### src/rtl/irq_controller.sv
// Machine-level external interrupt controller: fixed-priority arbitration of
// level requests against mie, one-cycle trap pulse, registered cause, mret ack.
module irq_controller #(
  parameter int          IRQ_NUM    = 16,
  parameter logic [31:0] CAUSE_BASE = 32'h8000_0010
) (
  input  logic               clk_i,
  input  logic               rst_i,
  input  logic [IRQ_NUM-1:0] irq_req_i,
  input  logic [31:0]        mie_i,
  input  logic               stall_i,
  input  logic               mret_i,
  output logic               irq_o,
  output logic [31:0]        irq_cause_o,
  output logic [IRQ_NUM-1:0] irq_ret_o,
  output logic               busy_o
);

  localparam logic [1:0] ST_IDLE    = 2'd0;
  localparam logic [1:0] ST_TRAP    = 2'd1;
  localparam logic [1:0] ST_SERVICE = 2'd2;
  localparam logic [1:0] ST_RETURN  = 2'd3;

  logic [1:0]         state;
  logic [1:0]         state_next;
  logic [3:0]         idx_q;
  logic [3:0]         idx_next;
  logic [IRQ_NUM-1:0] cand;
  logic               any_cand;
  logic [3:0]         win_idx;
  logic               capture;
  logic [31:0]        cause_next;
  logic [IRQ_NUM-1:0] ret_next;
  logic               unused_mie;

  // Lowest set bit wins: line 0 has the highest priority.
  function automatic logic [3:0] lowest_set(input logic [IRQ_NUM-1:0] v);
    logic [3:0] r;
    r = 4'd0;
    for (int k = IRQ_NUM - 1; k >= 0; k--) begin
      if (v[k]) r = 4'(k);
    end
    return r;
  endfunction

  assign cand       = irq_req_i & mie_i[16 +: IRQ_NUM];
  assign any_cand   = |cand;
  assign win_idx    = lowest_set(cand);
  assign cause_next = CAUSE_BASE + {28'd0, win_idx};
  assign unused_mie = ^mie_i;

  always_comb begin
    state_next = state;
    idx_next   = idx_q;
    capture    = 1'b0;
    case (state)
      ST_IDLE: begin
        if (any_cand && !stall_i) begin
          capture    = 1'b1;
          idx_next   = win_idx;
          state_next = ST_TRAP;
        end
      end
      ST_TRAP:    state_next = ST_SERVICE;
      ST_SERVICE: if (mret_i) state_next = ST_RETURN;
      ST_RETURN:  state_next = ST_IDLE;
      default:    state_next = ST_IDLE;
    endcase
  end

  // Acknowledge targets the captured line even if its request has since dropped.
  always_comb begin
    ret_next = '0;
    for (int k = 0; k < IRQ_NUM; k++) begin
      ret_next[k] = (state_next == ST_RETURN) && (idx_q == 4'(k));
    end
  end

  // Outputs are decoded from the next state so every output comes from a flop.
  always_ff @(posedge clk_i or negedge rst_i) begin
    if (!rst_i) begin
      state       <= ST_IDLE;
      idx_q       <= 4'd0;
      irq_o       <= 1'b0;
      irq_cause_o <= 32'h0;
      irq_ret_o   <= '0;
      busy_o      <= 1'b0;
    end else begin
      state     <= state_next;
      idx_q     <= idx_next;
      irq_o     <= (state_next == ST_TRAP);
      busy_o    <= (state_next == ST_TRAP) || (state_next == ST_SERVICE);
      irq_ret_o <= ret_next;
      if (capture) irq_cause_o <= cause_next;
    end
  end

endmodule

### config.mk
export PLATFORM = sky130hd
export DESIGN_NAME = irq_controller
export DESIGN_NICKNAME = d
export VERILOG_FILES = /design/src/rtl/irq_controller.sv
export SDC_FILE = /design/constraint.sdc
export NUM_CORES = 1
export LEC_CHECK = 0
export BUFFER_PORTS_ARGS = -buffer_cell sky130_fd_sc_hd__buf_2
export CORE_AREA = 5 5 63 65
export CTS_CLUSTER_DIAMETER = 60
export DETAILED_ROUTE_END_ITERATION = 8
export DIE_AREA = 0 0 68 70
export PLACE_DENSITY = 0.84
export SYNTH_ARGS = -nofsm -noshare
export SYNTH_HDL_FRONTEND = slang
export SYNTH_SLANG_ARGS = --single-unit
export TNS_END_PERCENT = 100
### constraint.sdc
create_clock -name clk_i -period 6.4 [get_ports clk_i]
set_clock_uncertainty 0.15 [all_clocks]
set_input_delay 0.64 -clock clk_i [delete_from_list [all_inputs] [get_ports clk_i]]
set_output_delay 0.64 -clock clk_i [all_outputs]
set_load 0.02 [all_outputs]
# Word level (Yosys, flattened, before mapping)
# Index checks and enable logic that the tools add are counted.
# Widths: inputs -> output; s select.
[word_totals]
reg_bits = 56
in_bits = 52
out_inout_bits = 50
elab_cells = 73
[op_classes]
add_sub_neg = 1
eq_ne = 21
mux = 21
bitwise = 1
reduce_logical = 23
[ops]
columns = ["op", "count"]
rows = [
  ["$mux 4", 16],
  ["$add 32x4->32 const A", 1],
  ["$eq 4x4->1 const B", 8],
  ["$logic_and 1x1->1", 17],
  ["$and 16x16->16", 1],
  ["$eq 4x3->1 const B", 4],
  ["$reduce_or 16->1", 1],
  ["$eq 2x2->1 const B", 4],
  ["$eq 4x2->1 const B", 2],
  ["$pmux 2 s4", 1],
  ["$eq 2x1->1 const B", 2],
  ["$eq 4x1->1 const B", 1],
  ["$logic_not 4->1", 1],
  ["$mux 2", 2],
  ["$logic_not 2->1", 1],
  ["$mux 1", 2],
  ["$reduce_and 2->1", 1],
  ["$logic_not 1->1", 1],
  ["$logic_or 1x1->1", 1],
]

# Logic depth before layout (Yosys ltp)
# Gate-level depths: netlist of run 1.
[logic_depth]
depth_word = 18
mapped_depth = 8

# Worst setup path before layout of run 1
# Ideal clock, no wire load.
[synth_timing]
path_type = "input to register"
from = "input irq_req_i[15]"
to = "register irq_ret_o[0]"
setup_ps = 138
arrival_ps = 2069
required_ps = 6112
path_slack_ps = 4044
stages = 8
cell_sequence = "a22oi_2 -> nand4_2 -> nor3_2 -> nor3b_1 -> o32a_1 -> ha_1 -> or3b_2 -> nor3_1"
[synth_via]
elab_chain_cells = 7
[synth_lines]
columns = ["item", "line", "source"]
rows = [
  ["from (decl)", "9", "input logic [IRQ_NUM-1:0] irq_req_i,"],
  ["$and 16x16->16", "46", "assign cand = irq_req_i & mie_i[16 +: IRQ_NUM];"],
  ["$reduce_or 16->1", "47", "assign any_cand = |cand;"],
  ["$logic_and 1x1->1", "58", "if (any_cand && !stall_i) begin"],
  ["$mux 2", "58", ""],
  ["$pmux 2 s4", "56", "case (state)"],
  ["via state_next[0]", "25", "logic [1:0] state_next;"],
  ["$eq 2x2->1", "75", "ret_next[k] = (state_next == ST_RETURN) && (idx_q == 4'(k));"],
  ["$logic_and 1x1->1", "75", ""],
  ["via ret_next[0]", "33", "logic [IRQ_NUM-1:0] ret_next;"],
  ["to (signal assigned)", "93", "irq_ret_o <= ret_next;"],
  ["to (decl)", "15", "output logic [IRQ_NUM-1:0] irq_ret_o,"],
]
# The timed path passes the listed nets, and every way through them passes these cells.
# A chain may end at the register's enable or synchronous reset.

# Final worst setup path of run 1
[layout_timing]
from = "input irq_req_i[8]"
to = "register irq_ret_o[0]"
# Same word-level chain as after synthesis.

==> summary.md, run 1 <==
| Metric | Value |
|---|---|
| CTS Buf Count | `3` |
| Main area contributors after synthesis | `dfrtp_1 45%, buf_4 15%, ha_1 4.5%` |
| Worst-path cell chain | `buf_2 -> a22o_1 -> nand2b_1 -> nor3_2 -> nor3b_1 -> o32a_1 -> ha_1 -> or3b_2 -> nor3_1` |
| Post-synthesis compound-gate area fraction | `14.5%` |
| Yosys warning total | `0` |
| Input/output buffers | `59` |
| Flops & latches, synth | `25` |
| Pwr dens | `301 nW/um2` |
| Sequential power share | `44.1%` |
| FMAX | `434 MHz` |
| Detailed placement HPWL | `2.43 mm` |
| HP Class | `in2async` |
| Gate power share | `42.5%` |
| CP Max Fanout | `4` |
| Status | `completed` |
| Row count | `21` |
| Post-CTS Setup Inserts | `0` |
| Crit. Startpoint | `irq_req_i[8]` |
| Period utilization | `36.0%` |
| Max-cap check violation count | `0` |
| Post-Synth XOR/XNOR Area | `0%` |
| Clock transition at path regs | `130 ps` |
| Tmin final | `2310 ps` |
| Hold Worst Slack | `127 ps` |
| Drt wl/cell | `11.4 um` |
| Register area share after synthesis | `44.9%` |
| DRC Markers | `0` |
| Gr ovfl total | `0` |
| First-pass GRT wire length | `4.55 mm` |
| Synth top area share | `44.9%` |
| Synth Area in Simple Gates | `18.3%` |
| Fraction of layout cells with a size suffix above 1 | `35.0%` |
| Setup WS pre-CTS | `3730 ps` |
| Leak | `0.912 nW` |
| Vias | `1090` |
| Max-slew violation count | `0` |
| Chip Height | `70 um` |
| CP Launch Type | `input port` |
| Largest family of logic cells by synthesized area | `simple AND/OR/NAND/NOR gates` |
| VDD IR max | `94.6 uV` |
| Largest net degree at the start of global routing | `26` |
| CP top delay family | `simple AND/OR/NAND/NOR gates` |
| CTS tree | `built` |
| Worst-Skew Late Latency | `310 ps` |
| Antenna diode count | `0` |
| FF-to-FF setup slack | `4140 ps` |
| Vias in the first global route | `1084` |
| Data arrival, critical path | `2390 ps` |
| Total Nets Final | `258` |
| Area Overhead vs Synth | `19.4%` |
| DRT Pass-1 Iters | `3` |
| Post_cts resized | `0` |
| Syn avg cell area | `10.0 um2` |
| Area after DPL | `1640 um2` |
| H-tree levels | `1` |
| Worst rel slew slack | `66.1%` |
| Sw frac | `41.3%` |
| CP Capture Type | `flip-flop` |
| Critical R2R Launch | `state[0]` |
| CP max-delay cell | `or3b_2` |
| Final Core Density | `50.6%` |
| Starting Density | `42.4%` |
| Cell variety after synth | `34` |
| Final Wtd Congestion | `0.775` |
| Cells after Synth | `139` |
| Mux share of post-synthesis cell area | `1.62%` |
| Final worst slack | `4090 ps` |
| Final instance area | `1660 um2` |
| Final hold vios | `0` |
| Core ar. | `3280 um2` |
| Least-Margin Pin Slew | `509 ps` |
| Adder-Cell Fraction of Synth Area | `4.49%` |
| Sw power | `0.207 mW` |
| Initial antenna violation count | `0` |
| Total Wirelength | `2.81 mm` |
| Total Neg Setup Slack | `0 ps` |
| DIE WIDTH | `68 um` |
| Worst path bufs/invs | `1` |
| Setup repair after global routing missed its margin | `no` |
| Synthesized cell area | `1390 um2` |
| Clk Tree Root Cell | `clkbuf_4` |
| # clock sinks | `25` |
| Yosys top cell by area | `dfrtp_1` |
| Clock power share | `13.4%` |
| Cell Int Power | `0.294 mW` |
| Type of the worst setup path | `in2reg` |
| Hold-fix buffers, CTS | `0` |
| Clock Tree Buf Depth | `2` |
| WP data required | `6480 ps` |
| Count of final setup violators | `0` |
| Remaining antenna violation count | `0` |
| Drt via density | `4.43` |
| Die footprint | `4760 um2` |
| Drt first-iter violations | `47` |
| All-Layer GR Usage | `11.7%` |
| Boundary pin count | `102` |
| CP max stage delay | `510 ps` |
-- layout by cell type, fill, tap and decap left out, types with 3 or more instances in the layout --
master,n
dfrtp_1,25
ha_1,5
a21oi_1,3
nor2b_1,3
nand2b_1,4
nand2_1,15
a22oi_2,3
a22o_1,3
nor2_1,13
inv_1,5
nor3_1,4
conb_1,26
a31oi_1,3
buf_2,59
clkbuf_4,3
-- routing by layer --
metal | up-vias | routed length [um] | global-route usage [%]
li1 | 553 | - | -
met5 | - | 0 | 0
met3 | 3 | 324 | 1.28
met4 | 0 | 20 | 2.65
met1 | 468 | 1170 | 14.0
met2 | 66 | 1300 | 21.6
-- area by class of cell --
type / count / area (um2)
Clock buffer: 4 / 26.3
Fill cell: 327 / 1620
Timing Repair Buffer: 59 / 295
Multi-Input combinational cell: 107 / 639
Sequential cell: 25 / 626
Inverter: 5 / 18.8
Tap cell: 46 / 57.6
-- cells in the mapped netlist, drive strengths merged --
library cell,n
o21a,1
nand2,15
a211oi,1
and2,1
buf,27
a21oi,3
ha,5
a22o,3
mux2,2
a31oi,3
or3b,1
o211ai,2
inv,5
conb,1
dfrtp,25
nand3b,2
a221oi,1
nor2,13
o32a,1
nor2b,3
a32oi,1
a22oi,5
nand2b,5
nand4,3
o21bai,1
nor3,5
o21ai,2
nand3,1
nor3b,1
-- cell families (layout without fill, tap and decap cells) --
family	Yosys count	after routing
fa+ha+maj	5	5
compound gates	24	24
simple gates	50	50
other cells	1	26
buf+inv	32	68
flops	25	25
mux	2	2
-- power groups by stage --
stage | clock network (mW) | registers (mW) | logic, mW
2_1_floorplan | 0 | 0.253 | 0.124
3_3_place_gp | 0 | 0.223 | 0.207
3_5_place_dp | 0 | 0.225 | 0.215
4_1_cts | 0.0671 | 0.222 | 0.216
5_1_grt | 0.0733 | 0.227 | 0.240
6_report | 0.0670 | 0.221 | 0.213
-- stage by stage --
stage	power, mW	cells
finish	0.501	246
global route	0.539	246
CTS	0.505	246
detailed placement	0.440	242
global placement	0.430	242
floorplan	0.376	164
-- state kept, by name (all words and copies together) (netlist names) --
name	flops
busy_o	1
idx_q	3
irq_cause_o	2
irq_o	1
irq_ret_o	16
state	2
-- path summary, 6_finish.rpt --
kind                                        to  depth (start not counted)
worst max-delay path              irq_ret_o[0]                          9
worst min-delay path                  idx_q[1]                          1
worst max register to register    irq_ret_o[0]                          7
worst min register to register  irq_cause_o[4]                          1
max in group asynchronous        irq_ret_o[14]                          1
min in group clk_i              irq_cause_o[4]                          1
-- worst register-to-register path: cells and delay by family (launching register included) --
kind,cells,cell delay (ps)
adder cells (fa/ha/maj),2,420
buffers and inverters,1,110
flip-flops,1,410
AND/OR/NAND/NOR,3,880
AO/OA/AOI/OAI,1,240
Power figures use the tool's default switching activity.
==> run 2: changes to the inputs <==
--- a/config.mk
+++ b/config.mk
@@ -6,11 +6,11 @@
 export NUM_CORES = 1
 export LEC_CHECK = 0
 export BUFFER_PORTS_ARGS = -buffer_cell sky130_fd_sc_hd__buf_2
-export CORE_AREA = 5 5 63 65
+export CORE_AREA = 5 5 69 71
 export CTS_CLUSTER_DIAMETER = 60
 export DETAILED_ROUTE_END_ITERATION = 8
-export DIE_AREA = 0 0 68 70
-export PLACE_DENSITY = 0.84
+export DIE_AREA = 0 0 74 76
+export PLACE_DENSITY = 0.74
 export SYNTH_ARGS = -nofsm -noshare
 export SYNTH_HDL_FRONTEND = slang
 export SYNTH_SLANG_ARGS = --single-unit
==> constraint.sdc (replaced) <==
create_clock -name clk_i -period 2.05 [get_ports clk_i]
set_clock_uncertainty 0.15 [all_clocks]
set_input_delay 0.205 -clock clk_i [delete_from_list [all_inputs] [get_ports clk_i]]
set_output_delay 0.205 -clock clk_i [all_outputs]
set_load 0.02 [all_outputs]
==> run 2 against run 1 <==
Critical endpoint unchanged. Sequential share of layout area fell by 4.0 points. First-iteration DRC count shrank 4.3%. Via count is 7.4% higher. Cell count increased by 10%.
==> summary.md, run 2 (synthesis gave the netlist of run 1 again) <==
| Metric | Value |
|---|---|
| Register-to-Register Path Depth | `7 (unchanged)` |
| Detailed placement HPWL | `2.63 mm (was 2.43 mm)` |
| Most frequent cells in the layout | `59 x buf_2, 26 x conb_1, 25 x dfrtp_1, 18 x buf_4, 15 x nand2_1 (was 59 x buf_2, 26 x conb_1, 25 x dfrtp_1, 15 x nand2_1, 13 x nor2_1)` |
| All-Layer GR Usage | `10.8% (was 11.7%)` |
| CTS Buf Count | `3 (unchanged)` |
| Pwr dens | `936 nW/um2 (was 301 nW/um2)` |
| Antenna diode count | `0 (unchanged)` |
| CTS tree | `built (unchanged)` |
| Count of final setup violators | `0 (unchanged)` |
| Clock transition at path regs | `80 ps (was 130 ps)` |
| Final instance area | `1860 um2 (was 1660 um2)` |
| FF-to-FF setup slack | `90 ps (was 4140 ps)` |
| Initial antenna violation count | `0 (unchanged)` |
| Worst rel slew slack | `65.4% (was 66.1%)` |
| CP max-delay cell | `or3b_4 (was or3b_2)` |
| Met1 Resource Use GR | `12.1% (was 14.0%)` |
| DRC Markers | `0 (unchanged)` |
| DIE WIDTH | `74 um (was 68 um)` |
| Setup repair after global routing missed its margin | `no (unchanged)` |
| Drt first-iter violations | `45 (was 47)` |
| Final Non-Filler Cells | `271 (was 246)` |
| CP max stage delay | `430 ps (was 510 ps)` |
| Met3 Usage GRT | `2.11% (was 1.28%)` |
| Data arrival, critical path | `1990 ps (was 2390 ps)` |
| CP top delay family | `simple AND/OR/NAND/NOR gates (unchanged)` |
| CP Capture Type | `flip-flop (unchanged)` |
| Type of the worst setup path | `reg2reg (was in2reg)` |
| Final Wtd Congestion | `0.701 (was 0.775)` |
| Status | `completed (unchanged)` |
| Leak | `1.01 nW (was 0.912 nW)` |
| Commonest non-fill, non-tap cell in the layout | `buf_2 (unchanged)` |
| Drt wl/cell | `11.1 um (was 11.4 um)` |
| DRT Pass-1 Iters | `4 (was 3)` |
| Pwr Total | `1.74 mW (was 0.501 mW)` |
| Placed cells | `266 (was 242)` |
| Total Wirelength | `3.01 mm (was 2.81 mm)` |
| R2r endpoint | `irq_ret_o[0] (unchanged)` |
| Final hold vios | `0 (unchanged)` |
| Starting Density | `33.4% (was 42.4%)` |
| Least-Margin Pin Slew | `519 ps (was 509 ps)` |
| First-pass GRT wire length | `4.93 mm (was 4.55 mm)` |
| Clk Tree Root Cell | `clkbuf_8 (was clkbuf_4)` |
| WP data required | `2080 ps (was 6480 ps)` |
| Largest net degree at the start of global routing | `26 (unchanged)` |
| Vias | `1171 (was 1090)` |
| Remaining antenna violation count | `0 (unchanged)` |
| Worst-Skew Late Latency | `260 ps (was 310 ps)` |
| Critical path's most frequent cell | `ha_2` |
| Max FFs per register | `16 (unchanged)` |
| Period utilization | `95.8%` |
| Most used routing layer | `met2 (unchanged)` |
| Total Neg Setup Slack | `0 ps (unchanged)` |
| Row count | `24 (was 21)` |
| Boundary pin count | `102 (unchanged)` |
| Post-CTS Setup Inserts | `0 (unchanged)` |
| Input/output buffers | `59 (unchanged)` |
| End of the critical path | `irq_ret_o[0] (unchanged)` |
| Chip Height | `76 um (was 70 um)` |
| Area Overhead vs Synth | `33.5% (was 19.4%)` |
| Critical R2R Launch | `state[1] (was state[0])` |
| Max-slew violation count | `0 (unchanged)` |
| Core ar. | `4170 um2 (was 3280 um2)` |
| Tmin final | `1960 ps` |
| H-tree levels | `1 (unchanged)` |
| Area after DPL | `1780 um2 (was 1640 um2)` |
| Top flop regs | `irq_ret_o x16, idx_q x3 (unchanged)` |
| Total Nets Final | `277 (was 258)` |
| FMAX | `509 MHz` |
| CP Launch Type | `flip-flop (was input port)` |
| Worst path bufs/invs | `1 (unchanged)` |
| Drt via density | `4.32 (was 4.43)` |
| CP Max Fanout | `4 (unchanged)` |
| Max-cap check violation count | `0 (unchanged)` |
| Crit. Startpoint | `state[1] (was irq_req_i[8])` |
| Worst-path cell chain | `inv_2 -> ha_2 -> nor3b_2 -> o32a_1 -> ha_2 -> or3b_4 -> nor3_2 (was buf_2 -> a22o_1 -> nand2b_1 -> nor3_2 -> nor3b_1 -> o32a_1 -> ha_1 -> or3b_2 -> nor3_1)` |
| Layout filler cell count | `410 (was 327)` |
| Most flops, register | `irq_ret_o (unchanged)` |
| VDD IR max | `348 uV (was 94.6 uV)` |
| # clock sinks | `25 (unchanged)` |
| Final Core Density | `44.5% (was 50.6%)` |
| HP Class | `in2reg (was in2async)` |
| Fraction of layout cells with a size suffix above 1 | `44.3% (was 35.0%)` |
| Gr ovfl total | `0 (unchanged)` |
| Clock Tree Buf Depth | `2 (unchanged)` |
| Die footprint | `5620 um2 (was 4760 um2)` |
| Met2 Use GR | `20.0% (was 21.6%)` |
| Vias in the first global route | `1210 (was 1084)` |
| Worst path depth | `7 (was 9)` |
[run 2: worst min path at each step]
stage,start,end,cells after the start
3_3_place_gp,rst_i,irq_ret_o[10],1
3_5_place_dp,rst_i,irq_ret_o[10],1
2_1_floorplan,rst_i,busy_o,0
4_1_cts,stall_i,idx_q[2],3
6_report,stall_i,idx_q[2],3
5_1_grt,stall_i,idx_q[2],3
[run 2: tightest hold or removal path, delay by kind of cell]
kind            cells  cell delay (ps)
compound gates      1              130
buf+inv             1              100
simple gates        1               90
[run 2: final cells by class]
type / instances / area [um2] / area share [%]
multi-input combinational: 107 / 664 / 35.7
inverter: 5 / 18.8 / 1.01
clock buffer: 4 / 45.0 / 2.42
sequential: 25 / 626 / 33.6
timing repair buffer: 78 / 440 / 23.7
tap: 52 / 65.1 / 3.50
[run 2: timing repair]
item | in CTS | in global routing
cloned | 0 | 0
pin swaps | 0 | 2
endpoints found under the hold margin | 25 | 0
endpoints found under the setup margin | 4 | 4
hold buffers | 1 | 0
resized for setup | 2 | 8
[run 2: through the flow]
stage / hold slack [ps] / setup slack [ps]
6_report: 156 / 87.0
5_1_grt: 190 / 11.1
4_1_cts: 140 / 0.904
3_5_place_dp: 61.6 / -143
3_3_place_gp: 51.3 / -102
2_1_floorplan: -241 / 24.0
[run 2: power breakdown]
group | leakage [nW] | switching, mW | internal (mW)
Clock | 0.0228 | 0.134 | 0.138
Sequential | 0.329 | 0.0995 | 0.600
Combinational | 0.657 | 0.444 | 0.325
[run 2: per-layer routing]
metal | routed length (um) | vias up | part of all wire, %
li1 | - | 586 | -
met1 | 1120 | 522 | 37
met2 | 1510 | 61 | 50
met3 | 356 | 2 | 12
met4 | 19 | 0 | 0.63
met5 | 0 | - | 0
